[src/rtl/if_id_fetch_queue_pkg.sv]
// if_id_fetch_queue_pkg: shared pipeline constants for the IF/ID fetch queue
package if_id_fetch_queue_pkg;
    localparam int DEFAULT_DEPTH = 4;
    localparam int DEFAULT_WIDTH = 32;
    localparam logic [31:0] NOP = 32'b0;
endpackage

[src/rtl/if_id_fetch_queue_ptr.sv]
// fq_ptr_counter: wrapping queue pointer with increment and synchronous clear
module fq_ptr_counter #(
    parameter int W = 2
) (
    input  logic         clk,
    input  logic         rst,
    input  logic         clr,
    input  logic         inc,
    output logic [W-1:0] ptr
);
    always_ff @(posedge clk or negedge rst)
        if (!rst) ptr <= '0;
        else if (clr) ptr <= '0;
        else if (inc) ptr <= ptr + W'(1);
endmodule

[src/rtl/if_id_fetch_queue.sv]
// if_id_fetch_queue: IF/ID instruction FIFO with flush, zero-latency head read
module if_id_fetch_queue
    import if_id_fetch_queue_pkg::*;
#(
    parameter int DEPTH = DEFAULT_DEPTH,
    parameter int WIDTH = DEFAULT_WIDTH
) (
    input  logic                       clk,
    input  logic                       rst,
    input  logic                       flush,
    input  logic                       in_valid,
    input  logic [WIDTH-1:0]           in_pc,
    input  logic [WIDTH-1:0]           in_instr,
    output logic                       in_ready,
    output logic                       out_valid,
    output logic [WIDTH-1:0]           out_pc,
    output logic [WIDTH-1:0]           out_instr,
    input  logic                       out_ready,
    output logic [$clog2(DEPTH):0]     count
);
    localparam int AW = $clog2(DEPTH);
    localparam int CW = AW + 1;
    localparam logic [CW-1:0] FULL = CW'(DEPTH);
    logic [2*WIDTH-1:0] mem [DEPTH];
    logic [AW-1:0] wr_ptr, rd_ptr;
    logic push, pop;
    assign in_ready  = count < FULL;
    assign out_valid = count != '0;
    assign push = in_valid && in_ready && !flush;
    assign pop  = out_valid && out_ready && !flush;
    fq_ptr_counter #(.W(AW)) u_wr (.clk(clk), .rst(rst), .clr(flush), .inc(push), .ptr(wr_ptr));
    fq_ptr_counter #(.W(AW)) u_rd (.clk(clk), .rst(rst), .clr(flush), .inc(pop),  .ptr(rd_ptr));
    // storage is never cleared; emptiness is tracked by count alone
    always_ff @(posedge clk)
        if (push) mem[wr_ptr] <= {in_pc, in_instr};
    always_ff @(posedge clk or negedge rst)
        if (!rst) count <= '0;
        else if (flush) count <= '0;
        else if (push != pop) count <= push ? count + CW'(1) : count - CW'(1);
    always_comb begin
        out_pc    = out_valid ? mem[rd_ptr][2*WIDTH-1:WIDTH] : WIDTH'(NOP);
        out_instr = out_valid ? mem[rd_ptr][WIDTH-1:0]       : WIDTH'(NOP);
    end
endmodule

[config.mk]
export PLATFORM = sky130hd
export DESIGN_NAME = if_id_fetch_queue
export DESIGN_NICKNAME = d
export VERILOG_FILES = /design/src/rtl/if_id_fetch_queue_pkg.sv /design/src/rtl/if_id_fetch_queue_ptr.sv /design/src/rtl/if_id_fetch_queue.sv
export SDC_FILE = /design/constraint.sdc
export NUM_CORES = 1
export LEC_CHECK = 0
export ABC_AREA = 1
export ABC_CLOCK_PERIOD_IN_PS = 8400
export BUFFER_PORTS_ARGS = -buffer_cell sky130_fd_sc_hd__buf_2
export CAP_MARGIN = 10
export CORE_ASPECT_RATIO = 2
export CORE_MARGIN = 2
export CORE_UTILIZATION = 44
export CTS_CLUSTER_DIAMETER = 40
export DETAILED_ROUTE_END_ITERATION = 8
export GPL_TIMING_DRIVEN = 0
export HOLD_SLACK_MARGIN = 0.05
export PLACE_DENSITY_LB_ADDON = 0.2
export SYNTH_ARGS = -nofsm -noshare
export SYNTH_HDL_FRONTEND = slang
export SYNTH_SLANG_ARGS = --single-unit
[constraint.sdc]
create_clock -name clk -period 8.4 [get_ports clk]
set_input_delay 1.26 -clock clk [delete_from_list [all_inputs] [get_ports clk]]
set_output_delay 1.26 -clock clk [all_outputs]
set_load 0.01 [all_outputs]
==> results of run 1 <==
-- registers in the layout, indices dropped and copies added (netlist names) --
name and flops:
count 3, mem 256, u_rd.ptr 2, u_wr.ptr 2
-- final timing paths --
kind                                           endpoint  slack, ns  cells after the start
worst max-delay path                      out_instr[10]       4.74                      6
max in group asynchronous          count[0]$_DFFE_PN0P_       7.65                      1
worst min-delay path            u_wr.ptr[1]$_DFFE_PN0P_       0.58                      1
min in group clk                   count[1]$_DFFE_PN0P_       0.59                      2
worst min register to register     count[1]$_DFFE_PN0P_       0.59                      2
worst max register to register     mem[1][15]$_DFFE_PP_       5.82                      7
-- synthesized netlist by cell type, drive strengths merged --
| cell | n |
|---|---|
| a21oi | 66 |
| nor3 | 1 |
| nand2 | 16 |
| nand4 | 3 |
| nor2 | 265 |
| o21bai | 1 |
| ha | 4 |
| fa | 1 |
| nand3 | 3 |
| buf | 35 |
| o21ai | 132 |
| clkbuf | 13 |
| dfrtp | 7 |
| edfxtp | 256 |
| inv | 17 |
-- logic make-up after synthesis --
kind of cell	after synthesis	share of synthesized area (%)
AO/OA/AOI/OAI	199	9.601
adder cells (fa/ha/maj)	5	0.6738
buffers and inverters	65	3.561
flip-flops	263	75.60
AND/OR/NAND/NOR	288	10.56
-- stage by stage --
| step | std cells | cell area, µm² |
|---|---|---|
| after floorplan | 820 | 10400 |
| final | 1288 | 12400 |
| after CTS | 1287 | 12400 |
| after global placement | 1240 | 11440 |
| after detailed placement | 1249 | 11670 |
| after global routing | 1288 | 12400 |
-- metal layers --
| metal | GRT usage [%] | wire length (µm) |
|---|---|---|
| met4 | 8.576 | 799 |
| met2 | 35.54 | 13090 |
| met3 | 3.013 | 1232 |
| met5 | 0 | 20 |
| met1 | 20.31 | 8581 |
-- layout make-up --
type	instances	area share, %
Antenna cell	1	0.02018
Buffer	48	2.472
Clock buffer	28	4.792
Clock inverter	10	1.069
Inverter	17	0.5145
Multi-Input combinational cell	492	17.72
Sequential cell	263	63.40
Tap cell	283	2.855
Timing Repair Buffer	146	7.163
-- where the power goes --
part / internal (µW) / switching, µW
sequential: 1530 / 24.2
clock: 596 / 440
combinational: 370 / 709
==> qor.yml, run 1 <==
startpoint: "u_rd.ptr[0]$_DFFE_PN0P_"
status: "finished clean"
start_util_pct: 44.77
timing.fmax_mhz: 273.5
fin_crit_ns: 3.656
num_vias: 6730
synth.top_cells.by_area: "edfxtp_1 (74%), nor2_1 (9.6%), o21ai_0 (6.4%)"
dp_slack_ns: 4.960
post_cts_buffers: 0
dieArea_um2: 24960
cts_buffer_depth: 3
syn_area_per_cell_um2: 12.68
grtUsageTotal_pct: 18.90
path_class: "flop to primary output"
ys_ff_latch: 263
synth_cell_types: 21
critPathTopFamily: "buffers and inverters"
syn_nets: 894
drv_slew: 0
clock_latency_ns: 0.51
reg2reg_from: "count[2]$_DFFE_PN0P_"
critPathCaptureType: "primary output"
clockRootBuffer: "clkbuf_16"
wl_per_cell_um: 18.42
grt_pass1_vias: 6876
rsz0062_at_grt: "false"
antenna_found_initial: 3
final.setup.worst_slack_ns: 4.744
total_power_uw: 3667
crit_path_start_kind: "flop"
slowest_delay_ns: 0.43
setup_tns_ns: 0
grt_pass1_wl_um: 36060
mappedNetlistArea_um2: 10400
ioPinCount: 138
crit_arrival_ns: 2.40
ys_warn_count: 0
register_area_um2: 7863
cts_tree: "done"
holdBufCountCts: 0
synth_top_cell_area_share_pct: 73.92
viasPerCell: 5.225
fin_util_pct: 53.39
fin_nets: 1065
worstPathRequired_ns: 7.14
fin_crit_sh_pct: 43.53
htree_levels: 1
cts_buffers: 23
hp-class: "input port to async pin"
cts.sinks: 263
power.density_nw_per_um2: 295.7
cap_violations: 0
crit_chain: "inv_2, buf_6, clkbuf_1, o21ai_0, a21oi_1, buf_2"
syn_inst: 820
rows: 79
die_h_um: 221.4
hpwl_um: 15640
path_buf_inv: 4
hold_viol_final: 0
drt_pass1_iterations: 5
cpMaxStageDelayCell: "dfrtp_1"
die_x_um: 112.7
syn_to_final_growth_pct: 19.25
ant_nets: 0
cp_max_fo: 10
final_common_cell: "nor2_1"
tightest_slew_ns: 0.6903
path_clk_slew_ns: 0.07
peakVddDrop_v: 0.0002211
grt-ovfl-total: 0
synth_seq_area_share_pct: 75.60
drtIter0Drc: 293
grt_max_degree: 29
ctsResizeCount: 0
gp_congestion: 0.7996
setup_viol: 0
drive_above_1_share_pct: 21.81
core-area_um2: 23230
routed_wl_um: 23720
yosys.area.top_type: "edfxtp_1"
hold_ws_ns: 0.5773
portBuffers: 137
final_cell_mix: "nor2_1 (261), edfxtp_1 (256), buf_2 (155)"
skew_ns: 0.009020
multiInputGateArea_um2: 2197
slew_headroom_pct: 53.87
cellLeakagePower_uw: 0.004527
drc: 0
fill_cells: 1957
Note: power is estimated with default switching activity, not from simulation.
==> run 2: changes to the inputs <==
--- a/config.mk
+++ b/config.mk
@@ -5,8 +5,8 @@
 export SDC_FILE = /design/constraint.sdc
 export NUM_CORES = 1
 export LEC_CHECK = 0
-export ABC_AREA = 1
-export ABC_CLOCK_PERIOD_IN_PS = 8400
+export ABC_AREA = 0
+export ABC_CLOCK_PERIOD_IN_PS = 3830
 export BUFFER_PORTS_ARGS = -buffer_cell sky130_fd_sc_hd__buf_2
 export CAP_MARGIN = 10
 export CORE_ASPECT_RATIO = 2
==> constraint.sdc (replaced) <==
create_clock -name clk -period 3.83 [get_ports clk]
set_input_delay 0.5745 -clock clk [delete_from_list [all_inputs] [get_ports clk]]
set_output_delay 0.5745 -clock clk [all_outputs]
set_load 0.01 [all_outputs]
==> qor.yml, run 2 <==
slew_headroom_pct: 59.36  # was 53.87%
grt-ovfl-total: 0  # unchanged
synth_top_cell_area_share_pct: 75.55  # was 73.92%
dieArea_um2: 24430  # was 24960 µm²
hold_viol_final: 0  # unchanged
syn_nets: 537  # was 894
drt_pass1_iterations: 5  # unchanged
synth.top_cells.by_area: "edfxtp_1 (76%), mux4_2 (14%), and2_1 (4.2%)"  # was edfxtp_1 (74%), nor2_1 (9.6%), o21ai_0 (6.4%)
total_power_uw: 7076  # was 3667 µW
crit_arrival_ns: 2.32  # was 2.40 ns
final.setup.worst_slack_ns: 0.9369  # was 4.744 ns
fin_cells: 927  # was 1288
fin_crit_ns: 2.893
rsz0062_at_grt: "false"  # unchanged
mappedNetlistArea_um2: 10170  # was 10400 µm²
r2r-end: "mem[0][50]$_DFFE_PP_"  # was mem[1][15]$_DFFE_PP_
drive_above_1_share_pct: 40.09  # was 21.81%
rows: 78  # was 79
final_cell_mix: "edfxtp_1 (256), buf_2 (146), mux4_2 (64), and2_1 (64), clkbuf_16 (25)"  # was nor2_1 (261), edfxtp_1 (256), buf_2 (155)
cp_max_fo: 10  # unchanged
synthArstFlopShare_pct: 2.662  # unchanged
antenna_found_initial: 0  # was 3
yosysMostFrequentCell: "edfxtp_1"  # was nor2_1
final_common_cell: "edfxtp_1"  # was nor2_1
yosys.area.top_type: "edfxtp_1"  # unchanged
die_x_um: 111.5  # was 112.7 µm
synthFlopType: "edfxtp_1"  # unchanged
ioPinCount: 138  # unchanged
path_class: "flop to primary output"  # unchanged
cts_buffers: 24  # was 23
ys_ff_latch: 263  # unchanged
ant_nets: 0  # unchanged
reg2reg_depth: 5  # was 7
syn_inst: 463  # was 820
clockRootBuffer: "clkbuf_16"  # unchanged
viasPerCell: 5.318  # was 5.225
synth_seq_area_share_pct: 77.27  # was 75.60%
r2r_setup_slack_ns: 1.42  # was 5.82 ns
syn_to_final_growth_pct: 18.64  # was 19.25%
power.density_nw_per_um2: 586.2  # was 295.7 nW/µm²
fin_nets: 704  # was 1065
grt_pass1_vias: 5439  # was 6876
worstPathRequired_ns: 3.26  # was 7.14 ns
crit_path_start_kind: "flop"  # unchanged
largest_reg_flops: 256  # unchanged
drv_slew: 0  # unchanged
synth_edf_count: 256  # unchanged
holdPathStages: 1
fill_cells: 1820  # was 1957
hp-class: "input port to flop"  # was input port to async pin
clock_latency_ns: 0.52  # was 0.51 ns
wl_per_cell_um: 21.09  # was 18.42 µm
slowest_delay_ns: 0.41  # was 0.43 ns
num_vias: 4930  # was 6730
fin_area_um2: 12070  # was 12400 µm²
cp_common_cell: "buf_2"
path_clk_slew_ns: 0.06  # was 0.07 ns
dp_slack_ns: 1.076  # was 4.960 ns
cellLeakagePower_uw: 0.004163  # was 0.004527 µW
portBuffers: 136  # was 137
die_h_um: 219.1  # was 221.4 µm
synth_commonest_cells: "edfxtp_1 (256), and2_1 (68), mux4_2 (64)"  # was nor2_1 (265), edfxtp_1 (256), o21ai_0 (132)
min-delay-start: "in_instr[6]"
cts_buffer_depth: 3  # unchanged
start_util_pct: 44.75  # was 44.77%
drtIter0Drc: 276  # was 293
largest_registers: "mem x256, count x3"  # unchanged
drc: 0  # unchanged
syn_area_per_cell_um2: 21.98  # was 12.68 µm²
peakVddDrop_v: 0.0004016  # was 0.0002211 V
cts.sinks: 263  # unchanged
ys_warn_count: 0  # unchanged
cpMaxStageDelayCell: "or3_4"  # was dfrtp_1
setup_viol: 0  # unchanged
tightest_slew_ns: 0.6096  # was 0.6903 ns
core-area_um2: 22740  # was 23230 µm²
grt_max_degree: 35  # was 29
dpl.cell_count: 883  # was 1249
reg2reg_from: "count[2]$_DFFE_PN0P_"  # unchanged
cap_violations: 0  # unchanged
routed_wl_um: 19550  # was 23720 µm
gp_congestion: 0.6892  # was 0.7996
largest_register: "mem"  # unchanged
crit_chain: "buf_2, or3_4, buf_2, clkbuf_1, and2_1, buf_2"  # was inv_2, buf_6, clkbuf_1, o21ai_0, a21oi_1, buf_2
fin_crit_sh_pct: 75.54
grtUsageTotal_pct: 16.26  # was 18.90%
fin_util_pct: 53.09  # was 53.39%
critPathCaptureType: "primary output"  # unchanged
grt_pass1_wl_um: 30390  # was 36060 µm
min_to: "mem[1][6]$_DFFE_PP_"
hpwl_um: 12290  # was 15640 µm
status: "finished clean"  # unchanged
post_dp_cell_area_um2: 11300  # was 11670 µm²
skew_ns: 0.006178  # was 0.009020 ns
cts_tree: "done"  # unchanged
timing.fmax_mhz: 345.7
htree_levels: 1  # unchanged
post_cts_buffers: 0  # unchanged
synth_cell_types: 27  # was 21
-- run 2: changes by cell type in the layout (fill, tap and decap cells not counted), moves of 7 or more --
cell	delta
o21ai_0	-130
nor2_1	-255
and2_1	+64
nand2_1	-13
buf_2	-9
buf_6	-7
mux4_2	+64
a21oi_1	-63
inv_1	-10
-- run 2: worst max path at each step --
stage	startpoint	to	slack, ns	cells past startpoint
6_report	count[0]$_DFFE_PN0P_	out_pc[30]	0.94	6
5_1_grt	count[0]$_DFFE_PN0P_	out_instr[9]	0.81	6
4_1_cts	count[0]$_DFFE_PN0P_	out_instr[9]	0.87	6
3_5_place_dp	in_valid	mem[0][6]$_DFFE_PP_	1.08	6
3_3_place_gp	in_valid	mem[0][10]$_DFFE_PP_	-0.75	5
2_1_floorplan	in_valid	mem[0][0]$_DFFE_PP_	0.75	4
-- run 2: kinds of logic after synthesis --
| family | after synthesis | synth area share, % |
|---|---|---|
| AOI/OAI and AO/OA | 11 | 0.7132 |
| xor gates and xnor gates | 6 | 0.5166 |
| adders and majority gates | 5 | 0.6887 |
| buffers and inverters | 30 | 1.672 |
| DFF | 263 | 77.27 |
| muxes | 64 | 14.17 |
| and+or+nand+nor | 84 | 4.968 |
-- run 2: what timing repair did --
action	in CTS	in global routing
gates resized for setup	0	0
endpoints found under the hold margin	7	0
hold buffers	1	0
-- run 2: worst max-delay path, delay by kind of cell, from the launching register on --
kind                   cells  cell delay, ns
buffers and inverters      4            0.78
DFF                        1            0.38
and+or+nand+nor            2            0.65
-- run 2: final cells by class --
cell class / instances / area, µm² / area share, %
Timing Repair Buffer: 141 / 770.7 / 6.385
Inverter: 5 / 18.77 / 0.1555
Multi-Input combinational cell: 170 / 2152 / 17.83
Buffer: 25 / 151.4 / 1.254
Clock inverter: 10 / 111.4 / 0.9225
Antenna cell: 1 / 2.502 / 0.02073
Tap cell: 280 / 350.3 / 2.902
Sequential cell: 263 / 7863 / 65.13
Clock buffer: 32 / 651.9 / 5.400
-- run 2: where the power goes --
| group | switching, µW | internal [µW] |
|---|---|---|
| registers | 37.6 | 3290 |
| clock network | 985 | 1340 |
| logic | 740 | 679 |
-- run 2: through the flow --
stage	TNS, ns	hold slack (ns)
floorplan	0	0.2789
global placement	-182.92	0.4106
detailed placement	0	0.4193
CTS	0	0.2435
global route	0	0.2515
finish	0	0.2730
-- run 2: per-layer routing --
metal / global-route usage (%) / vias up / wire length, µm
li1: - / 2194 / -
met1: 18.78 / 2567 / 7241
met2: 30.20 / 145 / 10930
met3: 2.624 / 24 / 923
met4: 6.173 / 0 / 449
met5: 0 / - / 0
==> run 3: changes to the inputs <==
--- a/config.mk
+++ b/config.mk
@@ -6,7 +6,7 @@
 export NUM_CORES = 1
 export LEC_CHECK = 0
 export ABC_AREA = 0
-export ABC_CLOCK_PERIOD_IN_PS = 3830
+export ABC_CLOCK_PERIOD_IN_PS = 2400
 export BUFFER_PORTS_ARGS = -buffer_cell sky130_fd_sc_hd__buf_2
 export CAP_MARGIN = 10
 export CORE_ASPECT_RATIO = 2
==> constraint.sdc (replaced) <==
create_clock -name clk -period 2.4 [get_ports clk]
set_input_delay 0.36 -clock clk [delete_from_list [all_inputs] [get_ports clk]]
set_output_delay 0.36 -clock clk [all_outputs]
set_load 0.01 [all_outputs]
==> qor.yml, run 3 (synthesized netlist as in run 2, its figures left out) <==
hp-class: "input port to flop"  # unchanged
start_util_pct: 44.75  # unchanged
num_vias: 5147  # was 4930
timing.fmax_mhz: 410.2
drt_pass1_iterations: 4  # was 5
cp_max_fo: 10  # unchanged
tightest_slew_ns: 0.4812  # was 0.6096 ns
wl_per_cell_um: 21.50  # was 21.09 µm
ant_nets: 0  # unchanged
grt_max_degree: 47  # was 35
rows: 78  # unchanged
routed_wl_um: 20990  # was 19550 µm
r2r_setup_slack_ns: 0.24  # was 1.42 ns
drv_slew: 0  # unchanged
post_dp_cell_area_um2: 11310  # was 11300 µm²
final.setup.worst_slack_ns: -0.03755  # was 0.9369 ns
core-area_um2: 22740  # unchanged
grtUsageTotal_pct: 17.29  # was 16.26%
hpwl_um: 13130  # was 12290 µm
violations: "setup timing"
cts_tree: "done"  # unchanged
fin_area_um2: 12920  # was 12070 µm²
cts_buffer_depth: 3  # unchanged
slew_headroom_pct: 67.92  # was 59.36%
fin_nets: 752  # was 704
drtIter0Drc: 208  # was 276
cts.sinks: 263  # unchanged
clockRootBuffer: "clkbuf_16"  # unchanged
cp_common_cell: "buf_12"  # was buf_2
final_cell_mix: "edfxtp_1 (256), buf_2 (111), mux4_2 (64)"  # was edfxtp_1 (256), buf_2 (146), mux4_2 (64), and2_1 (64), clkbuf_16 (25)
syn_to_final_growth_pct: 26.99  # was 18.64%
path_class: "flop to primary output"  # unchanged
setup_viol: 27  # was 0
cpMaxStageDelayCell: "mux4_2"  # was or3_4
peakVddDrop_v: 0.0006279  # was 0.0004016 V
die_h_um: 219.1  # unchanged
largest_register: "mem"  # unchanged
rsz0062_at_grt: "true"  # was false
status: "finished with violations"  # was finished clean
path_buf_inv: 3  # was 4
fin_crit_sh_pct: 101.6
largest_registers: "mem x256, count x3"  # unchanged
slowest_delay_ns: 0.51  # was 0.41 ns
path_clk_slew_ns: 0.07  # was 0.06 ns
worstPathRequired_ns: 2.04  # was 3.26 ns
dp_slack_ns: -0.09159  # was 1.076 ns
antenna_found_initial: 0  # unchanged
drc: 0  # unchanged
grt_pass1_wl_um: 32190  # was 30390 µm
antennaDiodeCount: 0  # was 1
hold_viol_final: 0  # unchanged
fin_crit_ns: 2.438
grt-ovfl-total: 0  # unchanged
crit_chain: "buf_12, buf_12, mux4_2, and2_4, buf_2"  # was buf_2, or3_4, buf_2, clkbuf_1, and2_1, buf_2
drive_above_1_share_pct: 44.25  # was 40.09%
critPathTopFamily: "multiplexers"  # was buffers and inverters
htree_levels: 1  # unchanged
cellLeakagePower_uw: 0.004516  # was 0.004163 µW
skew_ns: 0.009626  # was 0.006178 ns
portBuffers: 136  # unchanged
die_x_um: 111.5  # unchanged
ioPinCount: 138  # unchanged
setup_tns_ns: -0.4274  # was 0 ns
clock_latency_ns: 0.51  # was 0.52 ns
viasPerCell: 5.274  # was 5.318
dieArea_um2: 24430  # unchanged
crit_arrival_ns: 2.08  # was 2.32 ns
power.density_nw_per_um2: 913.6  # was 586.2 nW/µm²
cts_buffers: 24  # unchanged
crit_path_start_kind: "flop"  # unchanged
critPathCaptureType: "primary output"  # unchanged
grt_pass1_vias: 5845  # was 5439
final_common_cell: "edfxtp_1"  # unchanged
largest_reg_flops: 256  # unchanged
gp_congestion: 0.7223  # was 0.6892
cap_violations: 0  # unchanged
run 3: changes by cell type in the layout (fill, tap and decap cells not counted), sizes merged:
cell	previous run	this run
diode	1	0
clkinv	5	10
inv	8	7
buf	157	165
and2	68	70
bufinv	2	0
clkinvlp	0	1
clkbuf	40	41
dlygate4sd3	1	37
run 3: final timing paths:
kind | startpoint | to | depth (start not counted)
worst max-delay path | u_rd.ptr[0]$_DFFE_PN0P_ | out_instr[10] | 5
worst min-delay path | in_instr[5] | mem[3][5]$_DFFE_PP_ | 1
worst max register to register | count[2]$_DFFE_PN0P_ | mem[0][29]$_DFFE_PP_ | 5
worst min register to register | u_wr.ptr[0]$_DFFE_PN0P_ | u_wr.ptr[0]$_DFFE_PN0P_ | 2
max in group asynchronous | rst | count[1]$_DFFE_PN0P_ | 2
min in group asynchronous | rst | u_wr.ptr[0]$_DFFE_PN0P_ | 2
run 3: report_power, final:
group	switching [µW]	internal (µW)
clock	1570	1920
sequential	66.6	5260
combinational	1320	1670
run 3: cell type report:
type / instances / area (µm²)
buffer: 25 / 297.8
inverter: 5 / 18.77
multi-input combinational: 172 / 2247
clock inverter: 13 / 70.07
clock buffer: 31 / 648.1
sequential: 263 / 7864
fill: 1761 / 9818
tap: 280 / 350.3
timing repair buffer: 187 / 1425
run 3: routing by layer:
| layer | vias up | part of all wire (%) | global-route usage (%) |
|---|---|---|---|
| met5 | - | 0 | 0 |
| met4 | 0 | 3.0 | 6.461 |
| li1 | 2298 | - | - |
| met3 | 40 | 4.2 | 2.430 |
| met2 | 143 | 58 | 33.43 |
| met1 | 2666 | 35 | 19.02 |
run 3: what timing repair did:
action	in CTS	in global routing
hold buffers	37	0
setup buffers	7	1
pin swaps	4	2
endpoints found under the hold margin	143	0
resized for setup	87	13
endpoints found under the setup margin	96	136
cloned	1	3
run 3: per-stage QoR:
step	hold WS (ns)	power, µW	util, %	cells
2_1_floorplan	0.06441	6862	-	463
3_3_place_gp	0.2001	7699	49.30	879
3_5_place_dp	0.2080	7772	49.74	883
4_1_cts	0.05036	11840	56.28	972
5_1_grt	0.05116	12330	56.82	976
6_report	0.06855	11810	56.82	976
